===== src/rtl/nibble_serial_subtractor_if.sv =====
// rtl/nibble_serial_subtractor_if.sv - request/result bundle for the digit-serial subtractor
interface nibble_serial_subtractor_if #(
  parameter int WIDTH = 16
);
  logic             start;
  logic [WIDTH-1:0] a;
  logic [WIDTH-1:0] b;
  logic             bin;
  logic             busy;
  logic             done;
  logic [WIDTH-1:0] diff;
  logic             bout;
  logic             ovf;

  modport master (
    output start, a, b, bin,
    input  busy, done, diff, bout, ovf
  );

  modport slave (
    input  start, a, b, bin,
    output busy, done, diff, bout, ovf
  );
endinterface


===== src/rtl/nibble_serial_subtractor.sv =====
// rtl/nibble_serial_subtractor.sv - digit-serial A-B-Bin subtractor, optional saturation via SUB_SAT_EN
module nibble_serial_subtractor #(
  parameter int WIDTH = 16,
  parameter int DIGIT = 4
) (
  input logic                     clk,
  input logic                     rst_n,
  nibble_serial_subtractor_if.slave bus
);
  // DIGIT must be at least 2 so the borrow into the MSB bit can be separated from the slice borrow
  localparam int NSLICE = WIDTH / DIGIT;
  localparam int IDXW   = (NSLICE > 1) ? $clog2(NSLICE) : 1;

  typedef enum logic [1:0] {
    S_IDLE = 2'd0,
    S_CALC = 2'd1,
    S_DONE = 2'd2
  } state_t;

  state_t state;
  state_t state_next;

  logic [NSLICE-1:0][DIGIT-1:0] a_q;
  logic [NSLICE-1:0][DIGIT-1:0] b_q;
  logic [NSLICE-1:0][DIGIT-1:0] diff_q;
  logic [IDXW-1:0]              idx;
  logic                         brw;
  logic                         bout_q;
  logic                         ovf_q;

  logic                         accept;
  logic                         last;
  logic [DIGIT-1:0]             a_sl;
  logic [DIGIT-1:0]             b_sl;
  logic [DIGIT:0]               sl_full;
  logic [DIGIT-1:0]             sl_low;
  logic                         brw_into_msb;
  logic                         ovf_now;

  assign accept = bus.start && ((state == S_IDLE) || (state == S_DONE));
  assign last   = (idx == IDXW'(NSLICE - 1));

  // State register
  always_ff @(posedge clk) begin
    if (!rst_n) begin
      state <= S_IDLE;
    end else begin
      state <= state_next;
    end
  end

  // Next-state: start is only honoured outside CALC, so re-pulses while busy are ignored
  always_comb begin
    state_next = state;
    case (state)
      S_IDLE: if (bus.start) state_next = S_CALC;
      S_CALC: if (last) state_next = S_DONE;
      S_DONE: state_next = bus.start ? S_CALC : S_IDLE;
      default: state_next = S_IDLE;
    endcase
  end

  // Current slice difference; the low DIGIT-1 bits are redone alone to expose the borrow into the MSB
  always_comb begin
    a_sl         = a_q[idx];
    b_sl         = b_q[idx];
    sl_full      = {1'b0, a_sl} - {1'b0, b_sl} - {{DIGIT{1'b0}}, brw};
    sl_low       = {1'b0, a_sl[DIGIT-2:0]} - {1'b0, b_sl[DIGIT-2:0]} - {{(DIGIT-1){1'b0}}, brw};
    brw_into_msb = sl_low[DIGIT-1];
    ovf_now      = brw_into_msb ^ sl_full[DIGIT];
  end

  // Operand capture on accept, then one slice per clock with the borrow rippling forward
  always_ff @(posedge clk) begin
    if (!rst_n) begin
      a_q    <= '0;
      b_q    <= '0;
      diff_q <= '0;
      idx    <= '0;
      brw    <= 1'b0;
      bout_q <= 1'b0;
      ovf_q  <= 1'b0;
    end else if (accept) begin
      a_q    <= bus.a;
      b_q    <= bus.b;
      brw    <= bus.bin;
      diff_q <= '0;
      idx    <= '0;
      bout_q <= 1'b0;
      ovf_q  <= 1'b0;
    end else if (state == S_CALC) begin
      diff_q[idx] <= sl_full[DIGIT-1:0];
      brw         <= sl_full[DIGIT];
      if (last) begin
        bout_q <= sl_full[DIGIT];
        ovf_q  <= ovf_now;
`ifdef SUB_SAT_EN
        // Clamp toward the sign of the minuend: positive overflow -> max, negative -> min
        if (ovf_now) begin
          diff_q <= {a_q[NSLICE-1][DIGIT-1], {(WIDTH-1){~a_q[NSLICE-1][DIGIT-1]}}};
        end
`endif
      end else begin
        idx <= idx + 1'b1;
      end
    end
  end

  assign bus.busy = (state == S_CALC);
  assign bus.done = (state == S_DONE);
  assign bus.diff = diff_q;
  assign bus.bout = bout_q;
  assign bus.ovf  = ovf_q;

endmodule


===== src/flat_wrapper.sv =====
// flat-port wrapper written by rule: the top's interface ports become plain ports
module nibble_serial_subtractor_flat 
#(
  parameter int WIDTH = 16,
  parameter int DIGIT = 4
)
  (clk, rst_n, bus_start, bus_a, bus_b, bus_bin, bus_busy, bus_done, bus_diff, bus_bout, bus_ovf);
  nibble_serial_subtractor_if #(.WIDTH(WIDTH)) bus_i ();
  input logic clk;
  input logic rst_n;
  input wire logic [$bits(bus_i.start)-1:0] bus_start;
  input wire logic [$bits(bus_i.a)-1:0] bus_a;
  input wire logic [$bits(bus_i.b)-1:0] bus_b;
  input wire logic [$bits(bus_i.bin)-1:0] bus_bin;
  output wire logic [$bits(bus_i.busy)-1:0] bus_busy;
  output wire logic [$bits(bus_i.done)-1:0] bus_done;
  output wire logic [$bits(bus_i.diff)-1:0] bus_diff;
  output wire logic [$bits(bus_i.bout)-1:0] bus_bout;
  output wire logic [$bits(bus_i.ovf)-1:0] bus_ovf;
  assign bus_i.start = bus_start;
  assign bus_i.a = bus_a;
  assign bus_i.b = bus_b;
  assign bus_i.bin = bus_bin;
  assign bus_busy = bus_i.busy;
  assign bus_done = bus_i.done;
  assign bus_diff = bus_i.diff;
  assign bus_bout = bus_i.bout;
  assign bus_ovf = bus_i.ovf;
  nibble_serial_subtractor #(.WIDTH(WIDTH), .DIGIT(DIGIT)) u_core (.clk(clk), .rst_n(rst_n), .bus(bus_i));
endmodule

===== config.mk =====
export PLATFORM = sky130hd
export DESIGN_NAME = nibble_serial_subtractor_flat
export DESIGN_NICKNAME = d
export VERILOG_FILES = /design/src/rtl/nibble_serial_subtractor_if.sv /design/src/rtl/nibble_serial_subtractor.sv /design/src/flat_wrapper.sv
export SDC_FILE = /design/constraint.sdc
export NUM_CORES = 1
export LEC_CHECK = 0
export CAP_MARGIN = 0
export CORE_UTILIZATION = 50
export CTS_CLUSTER_SIZE = 20
export DETAILED_ROUTE_END_ITERATION = 6
export PLACE_DENSITY = 0.79
export SYNTH_ARGS = -nofsm -noshare
export SYNTH_HDL_FRONTEND = slang
export SYNTH_SLANG_ARGS = --single-unit

===== constraint.sdc =====
create_clock -name clk -period 4 [get_ports clk]
set_input_delay 0.4 -clock clk [delete_from_list [all_inputs] [get_ports clk]]
set_output_delay 0.4 -clock clk [all_outputs]
set_load 0.005 [all_outputs]

Word-level counts from Yosys, hierarchy flattened
Cells that the tools add are included.
W data, S select, Z words.
{"block": "classes", "n_addsub": 5, "n_lt_le_gt_ge": 2, "eq_ne": 5, "mux": 13, "n_bitwise": 3, "n_reduce_logical": 9}
{"operator": "$bmux W4 S2", "n": 2}
{"operator": "$bwmux W16", "n": 1}
{"operator": "$mux W4", "n": 3}
{"operator": "$demux W4 S2", "n": 1}
{"operator": "$pmux W2 S3", "n": 1}
{"operator": "$reduce_and A2 Y1", "n": 3}
{"operator": "$sub A4 B4 Y5", "n": 1}
{"operator": "$sub A5 B1 Y5", "n": 1}
{"operator": "$eq A2 B2 Y1 const B", "n": 2}
{"operator": "$mux W2", "n": 2}
{"operator": "$sub A3 B3 Y4", "n": 1}
{"operator": "$sub A4 B1 Y4", "n": 1}
{"operator": "$lt A2 B3 Y1 const B", "n": 1}
{"operator": "$mux W1", "n": 3}
{"operator": "$add A2 B1 Y2 const B", "n": 1}
{"operator": "$eq A2 B1 Y1 const B", "n": 1}
{"operator": "$ge A2 B1 Y1 const B", "n": 1}
{"operator": "$logic_and A1 B1 Y1", "n": 2}
{"operator": "$logic_not A2 Y1", "n": 1}
{"operator": "$ne A2 B1 Y1 const B", "n": 1}
{"operator": "$ne A2 B2 Y1 const B", "n": 1}
{"operator": "$not A1 Y1", "n": 2}
{"operator": "$reduce_bool A2 Y1", "n": 1}
{"operator": "$reduce_or A2 Y1", "n": 1}
{"operator": "other kinds (2)", "n": 2}
{"block": "totals", "regBits": 55, "input_bits": 36, "out_inout_bits": 20, "elab_cells": 54}

Longest topological paths before layout
Gate-level depths: netlist of run 1.
{"block": "logic_depth", "depth_word": 6, "depth_mapped": 10, "mapped_depth_nobuf": 9}

Worst setup path after synthesis of run 1
No wires, ideal clock.
{"block": "synth_path", "path_type": "reg-to-reg", "from": "register u_core.idx[0]", "to": "register u_core.ovf_q, in the netlist u_core.bus.ovf", "setup_time_ns": 0.116, "arrival_time_ns": 2.941, "required_ns": 3.884, "setup_slack_ns": 0.943, "stages_incl_launch_ff": 9, "path_buffers": 1, "synth_period_minus_slack_ns": 3.057, "cell_sequence": "dfxtp_1 > buf_2 > mux4_2 > fa_1 > fa_1 > a21bo_1 > a2bb2oi_2 > xnor3_1 > o211a_1"}
{"block": "synth_between", "elab_chain_cells": 5, "word_cells_on_any_way": 11, "classes_between": "add/sub: 4; eq/ne: 1; mux: 4; bitwise: 1; reduce/logical: 1"}
{"element": "from (decl)", "line": "nibble_serial_subtractor.sv:26", "source": "logic [IDXW-1:0] idx;"}
{"element": "from (signal assigned)", "line": "nibble_serial_subtractor.sv:104", "source": "idx <= idx + 1'b1;"}
{"element": "$bmux W4 S2 (on tied branches)", "line": "nibble_serial_subtractor.sv:65, nibble_serial_subtractor.sv:66"}
{"element": "$mux W4 (on tied branches)", "line": "nibble_serial_subtractor.sv:65, nibble_serial_subtractor.sv:66"}
{"element": "$sub A4 B4 Y5 or $sub A3 B3 Y4 (tied branches)", "line": "nibble_serial_subtractor.sv:67, nibble_serial_subtractor.sv:68"}
{"element": "$sub A5 B1 Y5 or $sub A4 B1 Y4 (tied branches)", "line": "nibble_serial_subtractor.sv:67, nibble_serial_subtractor.sv:68"}
{"element": "$xor A1 B1 Y1", "line": "nibble_serial_subtractor.sv:70", "source": "ovf_now = brw_into_msb ^ sl_full[DIGIT];"}
{"element": "to (signal assigned)", "line": "nibble_serial_subtractor.sv:96", "source": "ovf_q <= ovf_now;"}
{"element": "to (decl)", "line": "nibble_serial_subtractor.sv:29", "source": "logic ovf_q;"}
Parallel ways exist; a longest one is shown, timed or not. The select of a mux whose other input is x is not followed.
A chain may end at the register's enable or synchronous reset.

Final worst setup path of run 1
{"block": "layout_path", "from": "register u_core.idx[1]", "to": "register u_core.ovf_q, in the netlist u_core.bus.ovf"}
The elaborated chain is that of the path after synthesis.

==> results.md, run 1 <==
- Final cycle utilization of the critical path: 76.7%
- Initial antenna violation count: 0
- Leakage: 1.23 nW
- Crit Path Max Fanout: 13
- Synthesized cell area: 2590 µm²
- CTS max path bufs: 2
- Setup tns final: 0 ns
- Filler cells: 393
- CTS tree: built
- Initial core utilization: 53.5%
- Routed wire per std cell: 12.9 µm
- Row cnt: 25
- Total grt overflow: 0
- Die X: 74.0 µm
- Critical Path Max Stage Delay: 0.70 ns
- Top cells by area, synth: dfxtp_1 (42%), nand2_1 (10%), a21boi_1 (9.6%)
- Synth cell count leaders: nand2_1 (71), dfxtp_1 (55), a21boi_1 (33)
- Initial drt markers: 107
- Crit path cell chain: mux4_2 > fa_1 > fa_1 > a21bo_1 > a2bb2oi_2 > xnor3_1 > o211a_1
- FFs w/ async S/R, synth: 0%
- Status: finished clean
- Startpoint types: flop
- Clk root buf: clkbuf_8
- Reg2reg start: u_core.idx[1]
- Power per cell area: 355 nW/µm²
- Max Fclk: 326 MHz
- CTS buffer count: 5
- Met1 GRT Util: 27.2%
- Port Buf Inserts: 55
- Top-count cell post-synth: nand2_1
- Hold Path Cell Cnt: 2
- Final cell utilization of the core: 67.3%
- Area grow syn2layout: 25.9%
- Final setup viols: 0
- Worst Tran Pin Value: 0.572 ns
- Register area share after synthesis: 42.5%
- HP Class: reg2reg
- Synth cell types: 33
- Min Tclk post-route: 3.07 ns
- Share of the synthesized area in the top cell type: 42.5%
- Synthesized Nets: 332
- Max_cap viols: 0
- Die Y: 74.0 µm
- Cells after Synth: 286
- Drt via density: 4.99
- Pre-antenna DRT Iters: 4
- CP Class: reg2reg
- Worst-path clk slew: 0.10 ns
- Layer with the highest usage: met2
- DRC viols: 0
- Hold Vio Cnt, Final: 0
- Largest net degree at the start of global routing: 42
- Post-route insts no fill: 399
- Area leader, netlist: dfxtp_1
- R2r worst-path depth: 7
- Yosys warning count: 0
- Fraction of layout cells with a size suffix above 1: 7.23%
- Clock Skew: 0.00809 ns
- Slew Limit Fails: 0
- Min-delay src: u_core.b_q[5]
- DP HPWL: 3790 µm
- Die area: 5480 µm²
- Antenna Cells: 0
- Worst EP required: 4.21 ns
- Placed instance count: 391
- Final WL: 5140 µm
- Crit end category: flop
- CTS resizes: 0
- Slowest-stage cell, CP: dfxtp_1
- Number of global-route vias before repair: 1907
- GPL Wtd Cong: 0.816
- Met3 global-route usage: 5.15%
- Core footprint: 4850 µm²
- Most frequent CP cell: fa_1
- Cts hold-fix bufs: 0
- Number of synthesized flops with an enable pin: 0
- Slew HR: 61.8%
- Clock sink count: 55
- Reg2reg setup slack: 0.93 ns
- Routed Antenna Nets: 0
- FF-to-FF End: u_core.bus.ovf
- Vias: 1991
- Met2 global-route usage: 35.8%
- Worst Hold Path EP: u_core.b_q[5]
- H-Tree Depth: 2
- Post-CTS setup buffers: 0
- Num ports: 56
- Clk_lat worst skew: 0.31 ns
- First-pass GRT wire length: 8850 µm
- Synth Register Bits: 55
- Syn Area/Cell: 9.07 µm²
- Top FF cell, synth: dfxtp_1
- Gr usage total: 21.1%
- RSZ-0062 raised after global routing: false
- Fin nets: 377
- Worst vdd ir: 0.217 mV
- Critical Path AT: 3.28 ns
## layout by cell type (no fill, tap or decap), types with 2 or more instances in the layout
cell	count
a211oi_1	9
a21boi_1	33
a21oi_1	4
and2_1	3
and2b_1	2
buf_4	4
clkbuf_8	7
clkdlybuf4s50_1	55
dfxtp_1	55
fa_1	2
ha_1	8
inv_1	9
mux2i_1	7
mux4_2	7
nand2_1	71
nand2b_1	2
nor2_1	16
nor2b_1	9
nor2b_2	2
o21a_1	5
o21ai_0	7
xnor2_1	3
## metrics by stage
step                hold WS, ns  area [µm²]  total power, W  setup slack, ns
finish                    0.459        3260         0.00116            0.931
global route              0.474        3260         0.00121            0.798
CTS                       0.459        3260         0.00116            0.924
detailed placement        0.446        3160        0.000837            0.934
global placement          0.438        3160        0.000830             1.01
floorplan                 0.432        2590        0.000757            0.943
## sequential cells by signal, summed over array words and instances, names as in the netlist
register	flops
u_core.a_q	16
u_core.b_q	16
u_core.brw	1
u_core.bus.bout	1
u_core.bus.diff	16
u_core.bus.ovf	1
u_core.idx	2
u_core.state	2
## per-layer routing
metal	routed length, µm	part of all wire, %
met1	2420	47
met2	2510	49
met5	0	0
met4	46	0.90
met3	163	3.2
## worst max-delay path by stage
stage | endpoint | slack (ns) | startpoint
after CTS | u_core.bus.ovf | 0.92 | u_core.idx[1]
after global routing | u_core.bus.ovf | 0.80 | u_core.idx[1]
after detailed placement | u_core.bus.ovf | 0.93 | u_core.idx[1]
after global placement | u_core.bus.ovf | 1.01 | u_core.idx[1]
after floorplan | u_core.bus.ovf | 0.94 | u_core.idx[0]
final | u_core.bus.ovf | 0.93 | u_core.idx[1]
## layout make-up
class	instances	area (µm²)	area share [%]
Multi-Input combinational cell	200	1360	41.5
Sequential cell	55	1100	33.7
Timing Repair Buffer	59	581	17.8
Clock buffer	7	96.3	2.95
Tap cell	67	83.8	2.57
Inverter	10	40.0	1.23
Clock inverter	1	7.51	0.230
## power breakdown
group	internal, W	switching [W]
sequential	0.000574	0.0000170
combinational	0.000122	0.000109
clock	0.000158	0.000178
total	0.000854	0.000305
## cell families (layout without fill, tap and decap cells)
kind of cell / count (synthesis) / in the layout / synth area share (%)
and+or+nand+nor: 108 / 108 / 17.9
AOI/OAI and AO/OA: 64 / 64 / 18.1
buffers and inverters: 31 / 77 / 5.40
adders and majority gates: 10 / 10 / 5.40
muxes: 14 / 14 / 8.78
xor gates and xnor gates: 4 / 4 / 1.88
DFF: 55 / 55 / 42.5
## worst max-delay path: cells and delay by family (launching register included)
family / cells / cell delay (ns)
flip-flops: 1 / 0.70
adder cells (fa/ha/maj): 2 / 0.92
multiplexers: 1 / 0.42
XOR/XNOR: 1 / 0.32
AO/OA/AOI/OAI: 3 / 0.60
Power figures use the tool's default switching activity.
==> run 2: changes to the inputs <==
clock period = 2.9 ns   (was 4 ns; I/O delays follow)
==> run 2 against run 1 <==
  * Worst setup slack worse by 0.83 ns
  * First-iteration DRC count down 30%
  * Via count up 3.4%
  * Combinational power up 49%
  * Sequential share of layout area down 0.078 points
  * Critical path type unchanged
  * Largest cell class unchanged
  * Highest routed layer unchanged
==> results.md, run 2 (synthesis results as in run 1) <==
- Status: finished clean
- Total grt overflow: 0 (unchanged)
- Fin nets: 379 (+0.53%)
- Met2 global-route usage: 39.3% (+3.5 points)
- HP Class: reg2reg
- Number of global-route vias before repair: 2013 (+5.6%)
- Power per cell area: 479 nW/µm² (+35%)
- Layer with the highest usage: met2
- Clock sink count: 55 (unchanged)
- GPL Wtd Cong: 0.786 (-3.6%)
- H-Tree Depth: 2 (unchanged)
- Post-CTS setup buffers: 0 (unchanged)
- Largest net degree at the start of global routing: 30 (-29%)
- Slew Limit Fails: 0 (unchanged)
- Fin worst setup slack: 0.0972 ns (-0.834 ns)
- First-pass GRT wire length: 9200 µm (+4.0%)
- Num ports: 56 (unchanged)
- Initial antenna violation count: 0 (unchanged)
- Crit Path Max Fanout: 3 (-10)
- Vias: 2058 (+3.4%)
- Die Y: 74.0 µm (unchanged)
- Hold Vio Cnt, Final: 0 (unchanged)
- Die area: 5480 µm² (unchanged)
- Min Tclk post-route: 2.80 ns (-0.266 ns)
- Drt via density: 5.13 (+2.8%)
- Final WL: 5500 µm (+7.0%)
- Routed Antenna Nets: 0 (unchanged)
- DRC viols: 0 (unchanged)
- RSZ-0062 raised after global routing: false
- Port Buf Inserts: 55 (unchanged)
- Clock Skew: 0.00608 ns (-0.00201 ns)
- Clk_lat worst skew: 0.31 ns (about the same)
- Met3 global-route usage: 3.25% (-1.9 points)
- Placed instance count: 393 (+0.51%)
- Core footprint: 4850 µm² (unchanged)
- Crit end category: flop
- Worst vdd ir: 0.301 mV (+39%)
- Worst-path clk slew: 0.09 ns (about the same)
- Area grow syn2layout: 26.3%
- Leading cell type in the layout, fill and taps excluded: nand2_1
- Worst Tran Pin Value: 0.512 ns (-0.0595 ns)
- Critical Path AT: 3.00 ns (-0.28 ns)
- DP HPWL: 4210 µm (+11%)
- Leakage: 1.24 nW (+0.44%)
- R2r worst-path depth: 7 (unchanged)
- Final setup viols: 0 (unchanged)
- CTS tree: built
- Fraction of layout cells with a size suffix above 1: 8.08% (+0.85 points)
- Gr usage total: 22.3% (+1.2 points)
- Max Fclk: 357 MHz (+9.5%)
- Pre-antenna DRT Iters: 4 (unchanged)
- Worst EP required: 3.10 ns (-1.11 ns)
- Hold_ws: 0.457 ns (-0.00160 ns)
- Max_cap viols: 0 (unchanged)
- Final cycle utilization of the critical path: 96.6% (+20 points)
- Most frequent cells in the layout: nand2_1 (71), clkdlybuf4s50_1 (55), dfxtp_1 (54)
- Hold Path Cell Cnt: 2 (unchanged)
- Pre-CTS WS: 0.0138 ns (-0.920 ns)
- Clk root buf: clkbuf_8
- Die X: 74.0 µm (unchanged)
- CTS max path bufs: 2 (unchanged)
- Slew HR: 65.8% (+3.9 points)
- Initial core utilization: 53.5% (unchanged)
- Post-route insts no fill: 401 (+0.50%)
- Startpoint types: flop
- Routed wire per std cell: 13.7 µm (+6.5%)
- Setup tns final: 0 ns (unchanged)
- CP Class: reg2reg
- Initial drt markers: 75 (-30%)
- Row cnt: 25 (unchanged)
- Final cell utilization of the core: 67.6% (+0.23 points)
- Antenna Cells: 0 (unchanged)
- Met1 GRT Util: 27.2% (+0.031 points)
- CTS buffer count: 5 (unchanged)
-- run 2: cell type report --
type / instances / area (µm²)
tap: 67 / 83.8
clock buffer: 7 / 76.3
fill: 412 / 1570
inverter: 10 / 40.0
clock inverter: 1 / 5.00
multi-input combinational: 200 / 1370
timing repair buffer: 61 / 596
sequential: 55 / 1100
-- run 2: per-stage QoR --
step,instance area (µm²),total power (W)
floorplan,2600,0.00105
global placement,3180,0.00115
detailed placement,3180,0.00117
CTS,3260,0.00157
global route,3280,0.00164
finish,3280,0.00157
-- run 2: what timing repair did --
action | CTS | global route
gates resized for setup | 1 | 3
pin swaps | 0 | 0
hold buffers | 0 | 0
setup endpoints to repair | 1 | 1
hold endpoints to repair | 0 | 0
-- run 2: worst max-delay path, cell delays in order (launching register included) --
cell       delay, ns
dfxtp_2         0.37
mux4_2          0.52
fa_1            0.45
fa_2            0.42
and3b_1         0.21
a2bb2oi_4       0.18
xnor3_1         0.32
o211a_1         0.22
-- run 2: power breakdown --
part           internal [W]  switching (W)
combinational      0.000179       0.000165
sequential         0.000791      0.0000242
clock              0.000170       0.000239
-- run 2: worst paths after layout --
check	start	endpoint	slack, ns
worst max-delay path	u_core.idx[0]	u_core.bus.ovf	0.1
worst min-delay path	u_core.a_q[4]	u_core.a_q[4]	0.46
worst max register to register	u_core.idx[0]	u_core.bus.ovf	0.1
worst min register to register	u_core.a_q[4]	u_core.a_q[4]	0.46
-- run 2: per-layer routing --
layer	vias to the layer above	wire, µm
met2	46	2830
met5	-	0
met1	964	2400
met4	0	108
li1	1038	-
met3	10	163
